[src/rtl/rf_pkg.sv]
// Shared types and helpers for the regfile_mp register file.
// Optional parity storage and checking is enabled with RF_PARITY_EN.
package rf_pkg;

    localparam int RF_XLEN_DEF  = 32;
    localparam int RF_NREGS_DEF = 32;
    localparam int RF_MAX_W     = 64;

    typedef enum logic {
        RF_IDLE,
        RF_CLEAR
    } rf_state_t;

    // Even parity bit; callers zero-extend narrower data, which leaves the XOR unchanged.
    function automatic logic rf_parity(input logic [RF_MAX_W-1:0] d);
        return ^d;
    endfunction

endpackage

[src/rtl/rf_read_port.sv]
// One registered read port: range/zero forcing, write-first bypass, optional parity check.
// Parity checking is present only when RF_PARITY_EN is defined.
module rf_read_port
    import rf_pkg::*;
#(
    parameter int XLEN     = RF_XLEN_DEF,
    parameter int NREGS    = RF_NREGS_DEF,
    parameter int ZERO_REG = 1,
    parameter int SW       = RF_XLEN_DEF,
    parameter int AW       = 5
) (
    input  logic            clk,
    input  logic            reset,
    input  logic            flush_i,
    input  logic            rd_en_i,
    input  logic [AW-1:0]   rd_addr_i,
    input  logic [SW-1:0]   mem_i [NREGS],
    input  logic            wr_acc_i,
    input  logic [AW-1:0]   wr_addr_i,
    input  logic [XLEN-1:0] wr_data_i,
    output logic [XLEN-1:0] rd_data_o
`ifdef RF_PARITY_EN
    ,
    output logic            rd_perr_o
`endif
);

    logic [XLEN-1:0] data_q, data_d;
    logic [SW-1:0]   word;
    logic            hit_zero, in_range, bypass;

    always_comb begin
        hit_zero = (ZERO_REG != 0) && (rd_addr_i == '0);
        in_range = int'(rd_addr_i) < NREGS;
        bypass   = wr_acc_i && (wr_addr_i == rd_addr_i);
        word     = in_range ? mem_i[rd_addr_i] : '0;
    end

    // NOTE: every combinational output gets its default first so no path infers a latch.
    always_comb begin
        data_d = data_q;
        if (flush_i) begin
            data_d = '0;
        end else if (rd_en_i) begin
            if (hit_zero || !in_range) data_d = '0;
            else if (bypass)           data_d = wr_data_i;
            else                       data_d = word[XLEN-1:0];
        end
    end

    // NOTE: sequential state uses non-blocking assignments so all flops update together.
    always_ff @(posedge clk or posedge reset) begin
        if (reset) data_q <= '0;
        else       data_q <= data_d;
    end

    assign rd_data_o = data_q;

`ifdef RF_PARITY_EN
    logic perr_q, perr_d;

    always_comb begin
        perr_d = perr_q;
        if (flush_i) begin
            perr_d = 1'b0;
        end else if (rd_en_i) begin
            perr_d = !(hit_zero || !in_range || bypass) &&
                     (rf_parity(RF_MAX_W'(word[XLEN-1:0])) != word[XLEN]);
        end
    end

    always_ff @(posedge clk or posedge reset) begin
        if (reset) perr_q <= 1'b0;
        else       perr_q <= perr_d;
    end

    assign rd_perr_o = perr_q;
`endif

endmodule

[src/rtl/regfile_mp.sv]
// Multi-read-port register file with write bypass, hardwired x0 and a sequential clear sweep.
// Define RF_PARITY_EN to add a per-entry even-parity bit and the rd_perr output.
module regfile_mp
    import rf_pkg::*;
#(
    parameter int  XLEN     = RF_XLEN_DEF,
    parameter int  NREGS    = RF_NREGS_DEF,
    parameter int  NRD      = 2,
    parameter int  ZERO_REG = 1,
    localparam int AW       = $clog2(NREGS)
) (
    input  logic                clk,
    input  logic                reset,
    input  logic                clear_req,
    output logic                ready,
    input  logic [NRD-1:0]      rd_en,
    input  logic [NRD*AW-1:0]   rd_addr,
    output logic [NRD*XLEN-1:0] rd_data,
    input  logic                wr_en,
    input  logic [AW-1:0]       wr_addr,
    input  logic [XLEN-1:0]     wr_data
`ifdef RF_PARITY_EN
    ,
    output logic [NRD-1:0]      rd_perr
`endif
);

`ifdef RF_PARITY_EN
    localparam int SW = XLEN + 1;
`else
    localparam int SW = XLEN;
`endif

    rf_state_t     state_q, state_d;
    logic [AW-1:0] ptr_q, ptr_d;
    logic [SW-1:0] mem_q [NREGS];
    logic          idle, wr_acc, mem_we;
    logic [AW-1:0] mem_waddr;
    logic [SW-1:0] mem_wdata;

    assign idle  = (state_q == RF_IDLE);
    assign ready = idle;

    // A write is dropped while sweeping and in the cycle that starts a sweep.
    assign wr_acc = idle && !clear_req && wr_en && (int'(wr_addr) < NREGS) &&
                    !((ZERO_REG != 0) && (wr_addr == '0));

    always_comb begin
        state_d = state_q;
        ptr_d   = ptr_q;
        case (state_q)
            RF_CLEAR: begin
                ptr_d = ptr_q + 1'b1;
                if (ptr_q == AW'(NREGS - 1)) begin
                    state_d = RF_IDLE;
                    ptr_d   = '0;
                end
            end
            default: begin
                if (clear_req) begin
                    state_d = RF_CLEAR;
                    ptr_d   = '0;
                end
            end
        endcase
    end

    always_ff @(posedge clk or posedge reset) begin
        if (reset) begin
            state_q <= RF_CLEAR;
            ptr_q   <= '0;
        end else begin
            state_q <= state_d;
            ptr_q   <= ptr_d;
        end
    end

    always_comb begin
        mem_we    = 1'b0;
        mem_waddr = wr_addr;
`ifdef RF_PARITY_EN
        mem_wdata = {rf_parity(RF_MAX_W'(wr_data)), wr_data};
`else
        mem_wdata = wr_data;
`endif
        if (state_q == RF_CLEAR) begin
            mem_we    = 1'b1;
            mem_waddr = ptr_q;
            mem_wdata = '0;
        end else if (wr_acc) begin
            mem_we = 1'b1;
        end
    end

    // NOTE: the array has no reset; the clear sweep zeroes it one entry per cycle instead.
    always_ff @(posedge clk) begin
        if (mem_we) mem_q[mem_waddr] <= mem_wdata;
    end

    for (genvar i = 0; i < NRD; i++) begin : g_rd
        rf_read_port #(
            .XLEN(XLEN), .NREGS(NREGS), .ZERO_REG(ZERO_REG), .SW(SW), .AW(AW)
        ) u_port (
            .clk      (clk),
            .reset    (reset),
            .flush_i  (idle && clear_req),
            .rd_en_i  (rd_en[i] && idle),
            .rd_addr_i(rd_addr[i*AW +: AW]),
            .mem_i    (mem_q),
            .wr_acc_i (wr_acc),
            .wr_addr_i(wr_addr),
            .wr_data_i(wr_data),
            .rd_data_o(rd_data[i*XLEN +: XLEN])
`ifdef RF_PARITY_EN
            ,
            .rd_perr_o(rd_perr[i])
`endif
        );
    end

endmodule

[config.mk]
export PLATFORM = sky130hd
export DESIGN_NAME = regfile_mp
export DESIGN_NICKNAME = d
export VERILOG_FILES = /design/src/rtl/rf_pkg.sv /design/src/rtl/rf_read_port.sv /design/src/rtl/regfile_mp.sv
export SDC_FILE = /design/constraint.sdc
export NUM_CORES = 1
export LEC_CHECK = 0
export BUFFER_PORTS_ARGS = -buffer_cell sky130_fd_sc_hd__buf_2
export CAP_MARGIN = 20
export CELL_PAD_IN_SITES_DETAIL_PLACEMENT = 1
export CELL_PAD_IN_SITES_GLOBAL_PLACEMENT = 1
export CORE_MARGIN = 10
export CORE_UTILIZATION = 28
export CTS_CLUSTER_SIZE = 40
export DETAILED_ROUTE_END_ITERATION = 7
export MAX_ROUTING_LAYER = met4
export PLACE_DENSITY = 0.53
export REMOVE_ABC_BUFFERS = 1
export SLEW_MARGIN = 10
export SYNTH_ARGS = -nofsm -noshare
export SYNTH_HDL_FRONTEND = slang
export SYNTH_SLANG_ARGS = --single-unit
[constraint.sdc]
create_clock -name clk -period 3.7 [get_ports clk]
set_clock_uncertainty 0.15 [all_clocks]
set_input_delay 0.74 -clock clk [delete_from_list [all_inputs] [get_ports clk]]
set_output_delay 0.74 -clock clk [all_outputs]
set_load 0.1 [all_outputs]
=== Word level (Yosys, flattened, before mapping) ===
Cells that the tools add are included.

* Output and inout bits: 65
* Word-level logic and storage cells: 92
* Bits in registers: 1094
* Bits of input ports: 53

* Eq/ne operators: 3
* $lt $le $gt $ge: 4
* $add $sub $neg: 1
* Bitwise gates (word level): 4
* Multiplexer cells: 27
* Reduce and logical (&&, ||, !) cells: 17

{| class="wikitable"
|+ Operators by type and width
! kind !! number
|-
| $bwmux 1024 || 1
|-
| $mux 32 || 14
|-
| $bmux 32 s5 || 2
|-
| $demux 32 s5 || 1
|-
| $mux 5 || 4
|-
| $ge 6x6->1 const B || 3
|-
| $not 5->6 || 3
|-
| $logic_not 5->1 || 3
|-
| $eq 5x5->1 || 2
|-
| $logic_and 1x1->1 || 9
|-
| $lt 6x1->1 const B || 1
|-
| $reduce_bool 2->1 || 3
|-
| $add 5x1->5 const B || 1
|-
| $eq 5x5->1 const B || 1
|-
| $mux 1 || 5
|-
| $logic_not 1->1 || 2
|-
| $not 1->1 || 1
|}

=== Longest topological paths before layout ===
* Word-level depth: 9
* Mapped depth: 10
* Gate-level depth less buffers: 7

=== Hierarchy ===
Synthesis repeated with hierarchy kept, for this count alone.

* Cell total of the unflattened synthesis: 2728
* Area total of the unflattened synthesis: 50956.4 um2

{| class="wikitable"
|+ Modules (own cells, without submodules)
! module !! instances !! area an instance (um2) !! seq. area each (um2) !! cells each
|-
| regfile_mp || 1 || 31682.9 || 30900.9 || 1160
|-
| rf_read_port || 2 || 9636.7 || 800.8 || 784
|}

=== Least setup slack after synthesis ===
OpenSTA, ideal clock, no wires.

* Path kind: register -> register
* Start point: register state_q
* End point: register mem_q[384] in the netlist's numbering, enable pin
* Arrival time: 3.039 ns
* Path buffers: 1
* Path slack: 0.090 ns
* Period minus slack after synthesis: 3.610 ns
* Cell stages (with the launch flop): 5
* Path through: dfstp_2 > buf_2 > inv_1 > o32a_1 > nor2_1

* Cells in the longest elaborated chain, start to end: 6

{| class="wikitable"
|+ Ends and longest elaborated chain
! what !! line !! text
|-
| from (decl) || regfile_mp.sv:34 || <nowiki>rf_state_t state_q, state_d;</nowiki>
|-
| from (signal assigned) || regfile_mp.sv:73 || <nowiki>state_q <= state_d;</nowiki>
|-
| $not 1->1 || regfile_mp.sv:41 || <nowiki>assign idle = (state_q == RF_IDLE);</nowiki>
|-
| named net ready || regfile_mp.sv:15 || <nowiki>output logic ready,</nowiki>
|-
| $logic_and 1x1->1 (3 in a row) || regfile_mp.sv:45 || <nowiki>assign wr_acc = idle && !clear_req && wr_en && (int'(wr_addr) < NREGS) &&</nowiki>
|-
| $mux 1 || regfile_mp.sv:90 || <nowiki>end else if (wr_acc) begin</nowiki>
|-
| $mux 1 || regfile_mp.sv:86 || <nowiki>if (state_q == RF_CLEAR) begin</nowiki>
|-
| to (signal, indexed assignment) || regfile_mp.sv:97 || <nowiki>if (mem_we) mem_q[mem_waddr] <= mem_wdata;</nowiki>
|-
| to (decl) || regfile_mp.sv:36 || <nowiki>logic [SW-1:0] mem_q [NREGS];</nowiki>
|}

The timed path passes the listed nets, and every way through them passes these cells.
A chain may end at the register's enable or synchronous reset.

=== Worst setup path after layout ===
* Start point: register state_q
* End point: register mem_q[192] in the netlist's numbering, enable pin

* Cells in the longest elaborated chain, start to end: 6

{| class="wikitable"
|+ Ends and longest elaborated chain
! what !! line
|-
| $not 1->1 || regfile_mp.sv:41
|-
| $logic_and 1x1->1 (3 in a row) || regfile_mp.sv:45
|-
| $mux 1 || regfile_mp.sv:90
|-
| $mux 1 * || regfile_mp.sv:86
|}

Every way passes the cells marked *; elsewhere a longest branch is shown, timed or not.

==> summary.txt <==
Die
  – Die H: 444 um
  – Core Rows: about 160
  – Initial core utilization: 28.2%
  – Die width: between 400 and 500 um
  – Die area: 197000 sq um
  – I/O Pins: 118
  – Core ar.: roughly 180000 sq um

Final layout
  – Layout cell share with drive strength beyond 1: 35.1%
  – Syn-to-layout area delta: 19.1%
  – Layout Utilization: between 30% and 40%
  – Finished Layout Cells: 5404
  – Final #Nets: around 3k
  – Fillcell total: between 15k and 20k
  – Finished layout cell area: 59800 sq um

Setup path
  – CP max stage cell: dfstp_2
  – End point of the critical path: mem_q[192]
  – Cell repeated most along the worst path: buf_4
  – Critical Path AT: 3.34 ns
  – CP startpoint kind: flip-flop
  – Largest stage delay, worst path: 0.64 ns
  – Reg2reg path depth: 8
  – R2r setup slk: 0.66 ns
  – CP endpoint kind: flip-flop
  – Worst r2r src: state_q
  – R2R Path End: mem_q[192]
  – Worst path required time: about 4.0 ns
  – Cell Chain, Critical Path: buf_4, nor2_2, buf_4, nand3_1, o32a_1, buf_4, nor2_4, buf_4
  – Crit path kind: reg -> reg
  – CP Launch Point: state_q
  – Crit Path Max Fanout: 13

Synth
  – Compound-Gate Fraction of Synth Area: about 7.3%
  – Mux cell area share after synthesis: a little under a quarter
  – Post-Synth Adder-Cell Area: less than 1%
  – Ys async rst share: 6.40%
  – Netlist cell types: 52
  – Post-synth EDFFs: roughly 1k
  – Syn. warnings: 0
  – Syn avg cell area: roughly 19 sq um
  – Largest family of logic cells by synthesized area: multiplexers
  – Sequential element share of the synthesized area: 64.7%
  – Post-Synthesis Cells: around 2.7k
  – Synth Register Bits: about 1.1k
  – Post-Synth Simple-Gate Area: between 1.5 and 2%
  – Post-synthesis instance area: 50200 sq um
  – Most used DFF post-synth: edfxtp_1
  – XOR/XNOR Fraction of Synth Area: less than 1%

Min path
  – Hold WC Path Type: in -> reg

Clocking
  – TritonCTS Sinks: 1094
  – Num CTS Buffers: between 100 and 150
  – Worst-path clk slew: ~0.06 ns
  – # H-tree levels: 3
  – Cts repair resizes: 0
  – Clk buf depth: 3
  – Clk Latency, worst-skew pair: 0.76 ns
  – CTS tree: built
  – Root Driver: clkbuf_16
  – # Post-CTS Setup Buffers: 0
  – Hold-fix buffers, CTS: 1

Timing
  – Measured slew at the worst slew-check pin: roughly 1.0 ns
  – Final hold viol count: 0
  – Fin crit period: approximately 3.0 ns
  – Final worst setup slack: roughly 0.66 ns
  – Max-slew violations: 0
  – Max Freq: ~330 MHz
  – Final setup fails: 0
  – Rel. slew slack: between 30 and 40%
  – RSZ-0062 raised after global routing: no
  – Total negative slack: 0 ns
  – Final Cycle Share: between 80% and 90%

Detailed routing
  – WL per Instance: roughly 37 um
  – Vias: roughly 31k
  – Met2 WL post-DR: roughly 100000 um
  – # DRC: 0
  – DRT Pass-1 Iters: 7
  – Met3 wire length: between 10000 and 15000 um
  – Post-Route M1 WL: just under 80000 um
  – Max Used Layer: met4
  – Final wirelength: between 150000 and 200000 um
  – 1st-iter DRT viols: 3254
  – ANT nets after route: 0
  – Vias per cell: ~5.7

Power and ir drop
  – Pwr dens: just over 600 nW/um^2
  – Peak supply drop: around 0.40 mV
  – Leak Pwr: around 20 nW

Global routing
  – Vias in the first global route: between 30k and 40k
  – Largest net degree at the start of global routing: 64
  – First-pass GRT wire length: 274000 um
  – GR Util All Layers: between 20% and 30%
  – Total gr overflow: 0
  – Initial antenna violation count: 11

Placed design
  – Post-place setup slack: 0.0377 ns
  – GPL Wtd Cong: 0.815
  – PortBufs: ~120
  – Post-placement cell count: about 5.2k
  – Cell Area, Placed: between 50000 and 60000 sq um
  – Final HPWL DP: between 100000 and 150000 um

Run
  – Max Cap Violations: 0

Run status
  – Status: finished clean
-- where the power goes --
part | switching (mW) | internal (mW) | total (mW)
sequential | 0.836 | 15.4 | 16.3
clock | 5.14 | 6.97 | 12.1
combinational | 6.17 | 2.37 | 8.54
-- synthesized netlist by cell type, drive strengths merged (39+ instances only) --
| cell | instances | area share, % |
|---|---|---|
| clkbuf | 118 | 0.88 |
| o221ai | 64 | 1.1 |
| mux2i | 258 | 5.1 |
| a221o | 48 | 0.96 |
| dfrtp | 69 | 3.4 |
| o22ai | 63 | 0.78 |
| a22oi | 48 | 0.72 |
| mux2 | 66 | 1.5 |
| edfxtp | 1024 | 61 |
| nor2b | 39 | 0.49 |
| a21oi | 49 | 0.49 |
| a221oi | 49 | 0.85 |
| mux4 | 384 | 17 |
| buf | 109 | 1.3 |
-- logic make-up (layout without fill, tap and decap cells) --
kind of cell,after synthesis,after routing
xor gates and xnor gates,10,10
AOI/OAI and AO/OA,466,466
DFF,1094,1094
other,0,7
buffers and inverters,233,596
muxes,708,708
and+or+nand+nor,165,165
adders and majority gates,3,3
-- worst min-delay path by stage --
| stage | startpoint | endpoint | cells after the start |
|---|---|---|---|
| floorplan | ptr_q[3] | ptr_q[3] | 1 |
| global placement | g_rd[0].u_port.rd_data_o[23] | g_rd[0].u_port.rd_data_o[23] | 1 |
| detailed placement | g_rd[0].u_port.rd_data_o[7] | g_rd[0].u_port.rd_data_o[7] | 1 |
| CTS | wr_data[18] | g_rd[1].u_port.rd_data_o[18] | 2 |
| global route | wr_data[23] | g_rd[0].u_port.rd_data_o[23] | 2 |
| finish | wr_data[23] | g_rd[0].u_port.rd_data_o[23] | 2 |
-- per-layer routing --
| metal | GRT usage, % | vias to the layer above |
|---|---|---|
| met5 | - | - |
| met2 | 34.2 | 1312 |
| li1 | - | 12200 |
| met4 | 7.14 | 0 |
| met3 | 3.02 | 351 |
| met1 | 24.3 | 17100 |
-- cell usage in the layout, fill, tap and decap left out, drive strengths merged, types with 9 or more instances in the layout --
cell         n
a22oi       48
mux2i      258
nor2        37
clkbuf     138
o22ai       63
dfrtp       69
o221ai      64
a22o        32
a211o       30
o21ai       21
a221oi      49
nor3        16
bufinv      16
clkinv      52
a21oi       49
a221o       48
a211oi      17
nor4        19
buf        371
nor2b       39
mux2        66
nand2       30
inv          9
clkinvlp     9
xnor2       10
mux4       384
edfxtp    1024
a2111oi     31
-- state kept, by name, indices dropped and copies added, names as in the netlist --
name,cells
state_q,1
g_rd.u_port.rd_data_o,64
mem_q,1024
ptr_q,5
-- worst max-delay path: cells and delay by family, from the launching register on --
kind	cells	cell delay, ns
AOI/OAI and AO/OA	1	0.55
and+or+nand+nor	3	0.28
DFF	1	0.64
buffers and inverters	4	1.08
-- cell type report --
cell class / instances / area [sq um] / area share (%)
inverter: 6 / 25.0 / 0.0418
sequential: 1094 / 32500 / 54.3
tap: 2355 / 2950 / 4.93
clock inverter: 80 / 840 / 1.40
antenna: 7 / 17.5 / 0.0293
multi-input combinational: 1352 / 17000 / 28.4
clock buffer: 138 / 3050 / 5.09
timing repair buffer: 372 / 3440 / 5.75
-- stage by stage --
step / hold slack [ns] / total power [mW]
finish: 0.109 / 36.9
global route: 0.0853 / 38.0
CTS: 0.0465 / 37.2
detailed placement: 0.345 / 25.1
global placement: 0.340 / 24.8
floorplan: 0.309 / 21.0
No activity file was read; power rests on OpenSTA's default activity.
